### src/rtl/hamming_decoder_pipe_if.sv
// Stream bundle for the (15,11) Hamming decoder: codeword input channel and
// corrected-data output channel, each with a valid/ready handshake.
`timescale 1ns/1ps
interface hamming_decoder_pipe_if;
    logic        in_valid;
    logic        in_ready;
    logic [14:0] decoder_in;
    logic        out_valid;
    logic        out_ready;
    logic [10:0] decoder_out;
    logic [3:0]  syndrome;
    logic        err_det;

    modport master (
        output in_valid, decoder_in, out_ready,
        input  in_ready, out_valid, decoder_out, syndrome, err_det
    );

    modport slave (
        input  in_valid, decoder_in, out_ready,
        output in_ready, out_valid, decoder_out, syndrome, err_det
    );
endinterface

### src/rtl/hamming_decoder_pipe.sv
// Two-stage pipelined (15,11) Hamming single-error-correcting decoder with
// valid/ready flow control and a saturating count of corrected words.
`timescale 1ns/1ps
module hamming_decoder_pipe #(
    parameter int unsigned CNT_W = 16
) (
    input  logic                 clk,
    input  logic                 rst_n,
    hamming_decoder_pipe_if.slave bus,
    input  logic                 clr_cnt,
    output logic [CNT_W-1:0]     corr_cnt
);
    logic [14:0]      s1_word_q;
    logic             s1_vld_q;
    logic [3:0]       s1_syn;
    logic [10:0]      s1_data;

    logic             out_valid_q;
    logic [10:0]      dout_q;
    logic [3:0]       syn_q;
    logic             err_q;
    logic [CNT_W-1:0] cnt_q;

    logic             s2_adv;
    logic             in_xfer;
    logic             out_xfer;

    always_comb begin
        s2_adv   = s1_vld_q && (!out_valid_q || bus.out_ready);
        in_xfer  = bus.in_valid && bus.in_ready;
        out_xfer = out_valid_q && bus.out_ready;
    end

    assign bus.in_ready    = !s1_vld_q || s2_adv;
    assign bus.out_valid   = out_valid_q;
    assign bus.decoder_out = dout_q;
    assign bus.syndrome    = syn_q;
    assign bus.err_det     = err_q;
    assign corr_cnt        = cnt_q;

    // Each mask selects codeword indices whose Hamming position has bit K-1 set.
    always_comb begin
        s1_syn[0] = ^(s1_word_q & 15'h5555);
        s1_syn[1] = ^(s1_word_q & 15'h6666);
        s1_syn[2] = ^(s1_word_q & 15'h7878);
        s1_syn[3] = ^(s1_word_q & 15'h7F80);
    end

    // Only data positions are extracted, so a flipped parity bit never reaches the output.
    always_comb begin
        int j;
        s1_data = '0;
        j = 0;
        for (int i = 0; i < 15; i++) begin
            if ((((i + 1) & i)) != 0) begin
                s1_data[j] = s1_word_q[i] ^ (s1_syn == 4'(i + 1));
                j++;
            end
        end
    end

    always_ff @(posedge clk or negedge rst_n) begin
        if (!rst_n) begin
            s1_word_q <= '0;
            s1_vld_q  <= 1'b0;
        end else if (in_xfer) begin
            s1_word_q <= bus.decoder_in;
            s1_vld_q  <= 1'b1;
        end else if (s2_adv) begin
            s1_vld_q  <= 1'b0;
        end
    end

    always_ff @(posedge clk or negedge rst_n) begin
        if (!rst_n) begin
            out_valid_q <= 1'b0;
            dout_q      <= '0;
            syn_q       <= '0;
            err_q       <= 1'b0;
        end else if (s2_adv) begin
            out_valid_q <= 1'b1;
            dout_q      <= s1_data;
            syn_q       <= s1_syn;
            err_q       <= (s1_syn != 4'd0);
        end else if (out_xfer) begin
            out_valid_q <= 1'b0;
        end
    end

    always_ff @(posedge clk or negedge rst_n) begin
        if (!rst_n) begin
            cnt_q <= '0;
        end else if (clr_cnt) begin
            cnt_q <= '0;
        end else if (out_xfer && err_q && (cnt_q != {CNT_W{1'b1}})) begin
            cnt_q <= cnt_q + 1'b1;
        end
    end
endmodule
### src/flat_wrapper.sv
// flat-port wrapper written by rule: the top's interface ports become plain ports
module hamming_decoder_pipe_flat 
#(
    parameter int unsigned CNT_W = 16
)
  (clk, rst_n, clr_cnt, corr_cnt, bus_in_valid, bus_decoder_in, bus_out_ready, bus_in_ready, bus_out_valid, bus_decoder_out, bus_syndrome, bus_err_det);
  hamming_decoder_pipe_if bus_i ();
  input  logic clk;
  input  logic rst_n;
  input  logic clr_cnt;
  output logic [CNT_W-1:0] corr_cnt;
  input wire logic [$bits(bus_i.in_valid)-1:0] bus_in_valid;
  input wire logic [$bits(bus_i.decoder_in)-1:0] bus_decoder_in;
  input wire logic [$bits(bus_i.out_ready)-1:0] bus_out_ready;
  output wire logic [$bits(bus_i.in_ready)-1:0] bus_in_ready;
  output wire logic [$bits(bus_i.out_valid)-1:0] bus_out_valid;
  output wire logic [$bits(bus_i.decoder_out)-1:0] bus_decoder_out;
  output wire logic [$bits(bus_i.syndrome)-1:0] bus_syndrome;
  output wire logic [$bits(bus_i.err_det)-1:0] bus_err_det;
  assign bus_i.in_valid = bus_in_valid;
  assign bus_i.decoder_in = bus_decoder_in;
  assign bus_i.out_ready = bus_out_ready;
  assign bus_in_ready = bus_i.in_ready;
  assign bus_out_valid = bus_i.out_valid;
  assign bus_decoder_out = bus_i.decoder_out;
  assign bus_syndrome = bus_i.syndrome;
  assign bus_err_det = bus_i.err_det;
  hamming_decoder_pipe #(.CNT_W(CNT_W)) u_core (.clk(clk), .rst_n(rst_n), .bus(bus_i), .clr_cnt(clr_cnt), .corr_cnt(corr_cnt));
endmodule
### config.mk
export PLATFORM = sky130hd
export DESIGN_NAME = hamming_decoder_pipe_flat
export DESIGN_NICKNAME = d
export VERILOG_FILES = /design/src/rtl/hamming_decoder_pipe_if.sv /design/src/rtl/hamming_decoder_pipe.sv /design/src/flat_wrapper.sv
export SDC_FILE = /design/constraint.sdc
export NUM_CORES = 1
export LEC_CHECK = 0
export CAP_MARGIN = 20
export CORE_MARGIN = 4
export CORE_UTILIZATION = 54
export CTS_CLUSTER_DIAMETER = 200
export DETAILED_ROUTE_END_ITERATION = 7
export GPL_ROUTABILITY_DRIVEN = 0
export PLACE_DENSITY = 0.85
export RECOVER_POWER = 50
export SLEW_MARGIN = 20
export SYNTH_ARGS = -nofsm -noshare
export SYNTH_HDL_FRONTEND = slang
export SYNTH_SLANG_ARGS = --single-unit
### constraint.sdc
create_clock -name clk -period 3.1 [get_ports clk]
set_input_delay 0.62 -clock clk [delete_from_list [all_inputs] [get_ports clk]]
set_output_delay 0.62 -clock clk [all_outputs]
set_load 0.005 [all_outputs]
==> results.sh <==
export IMPL_use_met2_pct=30.7
export IMPL_boundaryPins=54
export IMPL_crit_path_start_kind="input pin"
export IMPL_grt_max_degree=50
export IMPL_dp_slack_ps=688
export IMPL_total_power_w=0.00229
export IMPL_antenna_found_initial=0
export IMPL_syn_area_per_cell_sq_um=10.8
export IMPL_fin_skew_ps=9.66
export IMPL_path_cells="dlygate4sd3_1 -> nand3b_1 -> clkdlybuf4s50_1"
export IMPL_cts_repair_resize_count=0
export IMPL_max_slew_margin_pct=21.3
export IMPL_die_width_um=76.7
export IMPL_fin_ws_ps=607
export IMPL_setup_viol=0
export IMPL_p_leak_nw=1.34
export IMPL_maxSlewViolCount=0
export IMPL_peakVddDrop_mv=0.401
export IMPL_synth_fp_nets=257
export IMPL_via_per_inst=5.46
export IMPL_syn_inst=236
export IMPL_cp_depth=3
export IMPL_cts_tree="yes"
export IMPL_via_count=1879
export IMPL_cts_max_level=2
export IMPL_multi_input_area_sq_mm=0.00129
export IMPL_max_stage_delay_ps=570
export IMPL_cp_top_family="buffers and inverters"
export IMPL_mostFrequentLayoutCell="dfrtp_1"
export IMPL_crit_required_ps=2480
export IMPL_fillers=330
export IMPL_slowest_stage="dlygate4sd3_1"
export IMPL_track_usage_pct=18.7
export IMPL_cp_data_arrival_time_ps=1870
export IMPL_initial_core_util_pct=57.0
export IMPL_ff2ff_setup_slack_ps=970
export IMPL_cts_hold_buf=0
export IMPL_clockBufferDepth=2
export IMPL_numPortBuffers=53
export IMPL_drtAntennaViolNets=0
export IMPL_layout_area_seq_sq_mm=0.00123
export IMPL_met1_usage_pct=24.7
export IMPL_worst_pin_slew_ps=1180
export IMPL_status="finished, final reports clean"
export IMPL_grt_pass1_wl_um=8910
export IMPL_rsz0062_at_grt="no"
export IMPL_finalSetupTns_ps=0
export IMPL_worstSetupStartpoint="bus_out_ready"
export IMPL_dp_hpwl_um=3700
export IMPL_synthFlopType="dfrtp_1"
export IMPL_nets=312
export IMPL_ys_seq_area_share_pct=48.1
export IMPL_ys_warn_count=0
export IMPL_place_area_sq_mm=0.00312
export IMPL_final_cell_mix="dfrtp_1 (49), clkdlybuf4s50_1 (40), xor2_1 (25)"
export IMPL_drcViolationCount=0
export IMPL_crit_type="input pin to output pin"
export IMPL_wirelength_um=5000
export IMPL_insertion_delay_ps=310
export IMPL_clock_sinks=49
export IMPL_rows=24
export IMPL_grt_pass1_vias=1910
export IMPL_worst_path_buf_inv=2
export IMPL_insertedDiodeCount=0
export IMPL_drt_iter0_drc=96
export IMPL_path_clk_slew_ps=90
export IMPL_coreArea_sq_mm=0.00447
export IMPL_period_needed_ps=2490
export IMPL_synth_cell_types=34
export IMPL_finalCritPeriodShare_pct=80.4
export IMPL_r2r_start="u_core.s1_word_q[13]"
export IMPL_reg2reg_to="u_core.bus.decoder_out[0]"
export IMPL_timing_fmax_mhz=401
export IMPL_design_area_sq_mm=0.00324
export IMPL_cts_root_buf="clkbuf_8"
export IMPL_avgRoutedWirePerCell_um=14.5
export IMPL_min_path_type="flip-flop to flip-flop"
export IMPL_gr_usage_met3_pct=3.28
export IMPL_fp_dieH_um=76.7
export IMPL_crit_end="bus_in_ready"
export IMPL_postCtsSetupBuffers=0
export IMPL_numCtsBuffers=5
export IMPL_grt_overflow=0
export IMPL_drive_gt1_share_pct=12.3
export IMPL_netlist_area_sq_mm=0.00255
export IMPL_p_per_area_mw_per_mm2=706
export IMPL_top_usage_layer="met2"
export IMPL_synth_enable_flop_cells=0
export IMPL_crit_fanout=3
export IMPL_die_area_sq_mm=0.00588
export IMPL_hold_violations=0
export IMPL_maxCapViolCount=0
export IMPL_async_flop_share_pct=100
export IMPL_area_growth_pct=27.0
export IMPL_endpoint_kind="output pin"
export IMPL_r2r_worst_path_cells=6
export IMPL_ys_ff_latch=49
export IMPL_drt_pass1_iter_count=4
synth_stat cells, types with 2 or more instances:
cell type  number  area [sq um]
and3_1          9          56.3
and4_1          2          17.5
clkbuf_1        6          22.5
dfrtp_1        49          1230
inv_1           2          7.51
mux2_2         16           180
nand2_1        24          90.1
nand2b_1        3          18.8
nand3_1         5          25.0
nand4_1         4          25.0
nor2_1         17          63.8
nor2b_1         2          12.5
nor3_1          7          35.0
o21ai_0         4          20.0
o21ai_1        11          55.1
o22ai_1        12          75.1
xnor2_1        21           184
xnor2_2         2          32.5
xor2_1         25           219
registers in the layout, indices dropped and copies added (netlist names):
signal and flops:
u_core.s1_vld_q 1, u_core.bus.out_valid 1, u_core.bus.syndrome 4, u_core.bus.decoder_out 11
u_core.bus.err_det 1, u_core.corr_cnt 16, u_core.s1_word_q 15
worst reg2reg max path, stage by stage (launching register included):
cell and delay (ps):
dfrtp_1 460, xnor2_1 180, xnor2_1 590, and3_1 360
o22ai_1 120, xor2_1 210, o21ai_1 80
worst min path at each step:
stage	from	end	slack (ps)	cells past startpoint
4_1_cts	u_core.s1_vld_q	u_core.bus.out_valid	500	1
2_1_floorplan	rst_n	u_core.bus.decoder_out[0]	320	0
3_5_place_dp	u_core.bus.decoder_out[5]	u_core.bus.decoder_out[5]	480	2
5_1_grt	u_core.bus.syndrome[1]	u_core.bus.syndrome[1]	520	2
3_3_place_gp	u_core.bus.syndrome[1]	u_core.bus.syndrome[1]	460	2
6_report	u_core.bus.decoder_out[0]	u_core.bus.decoder_out[0]	490	2
metal layers:
metal  vias up  part of all wire (%)
met4         0                   1.6
li1        925                     -
met2        57                    48
met3         8                   5.1
met1       889                    45
met5         -                     0
cells by family (layout without fill, tap and decap cells):
kind of cell,count (synthesis),in the layout,synth area share [%]
AO/OA/AOI/OAI,30,30,7.07
XOR/XNOR,51,51,19.6
adder cells (fa/ha/maj),1,1,0.491
buffers and inverters,8,64,1.18
flip-flops,49,49,48.1
multiplexers,17,17,7.46
AND/OR/NAND/NOR,80,80,16.1
where the power goes:
part / switching, W / internal [W]
Combinational: 0.000473 / 0.000482
Clock: 0.000223 / 0.000242
Sequential: 0.0000969 / 0.000768
metrics by stage:
stage	utilization [%]	hold WS (ps)	instances
after floorplan	-	324	236
after global placement	69.8	463	336
after detailed placement	69.8	475	336
after CTS	72.4	496	344
after global routing	72.3	519	344
final	72.3	486	344
cell type report:
type / instances / area share (%)
Clock buffer: 5 / 2.13
Clock inverter: 3 / 1.43
Inverter: 2 / 0.232
Multi-Input combinational cell: 179 / 39.9
Sequential cell: 49 / 37.9
Tap cell: 52 / 2.01
Timing Repair Buffer: 54 / 16.4
No activity file was read; power rests on OpenSTA's default activity.
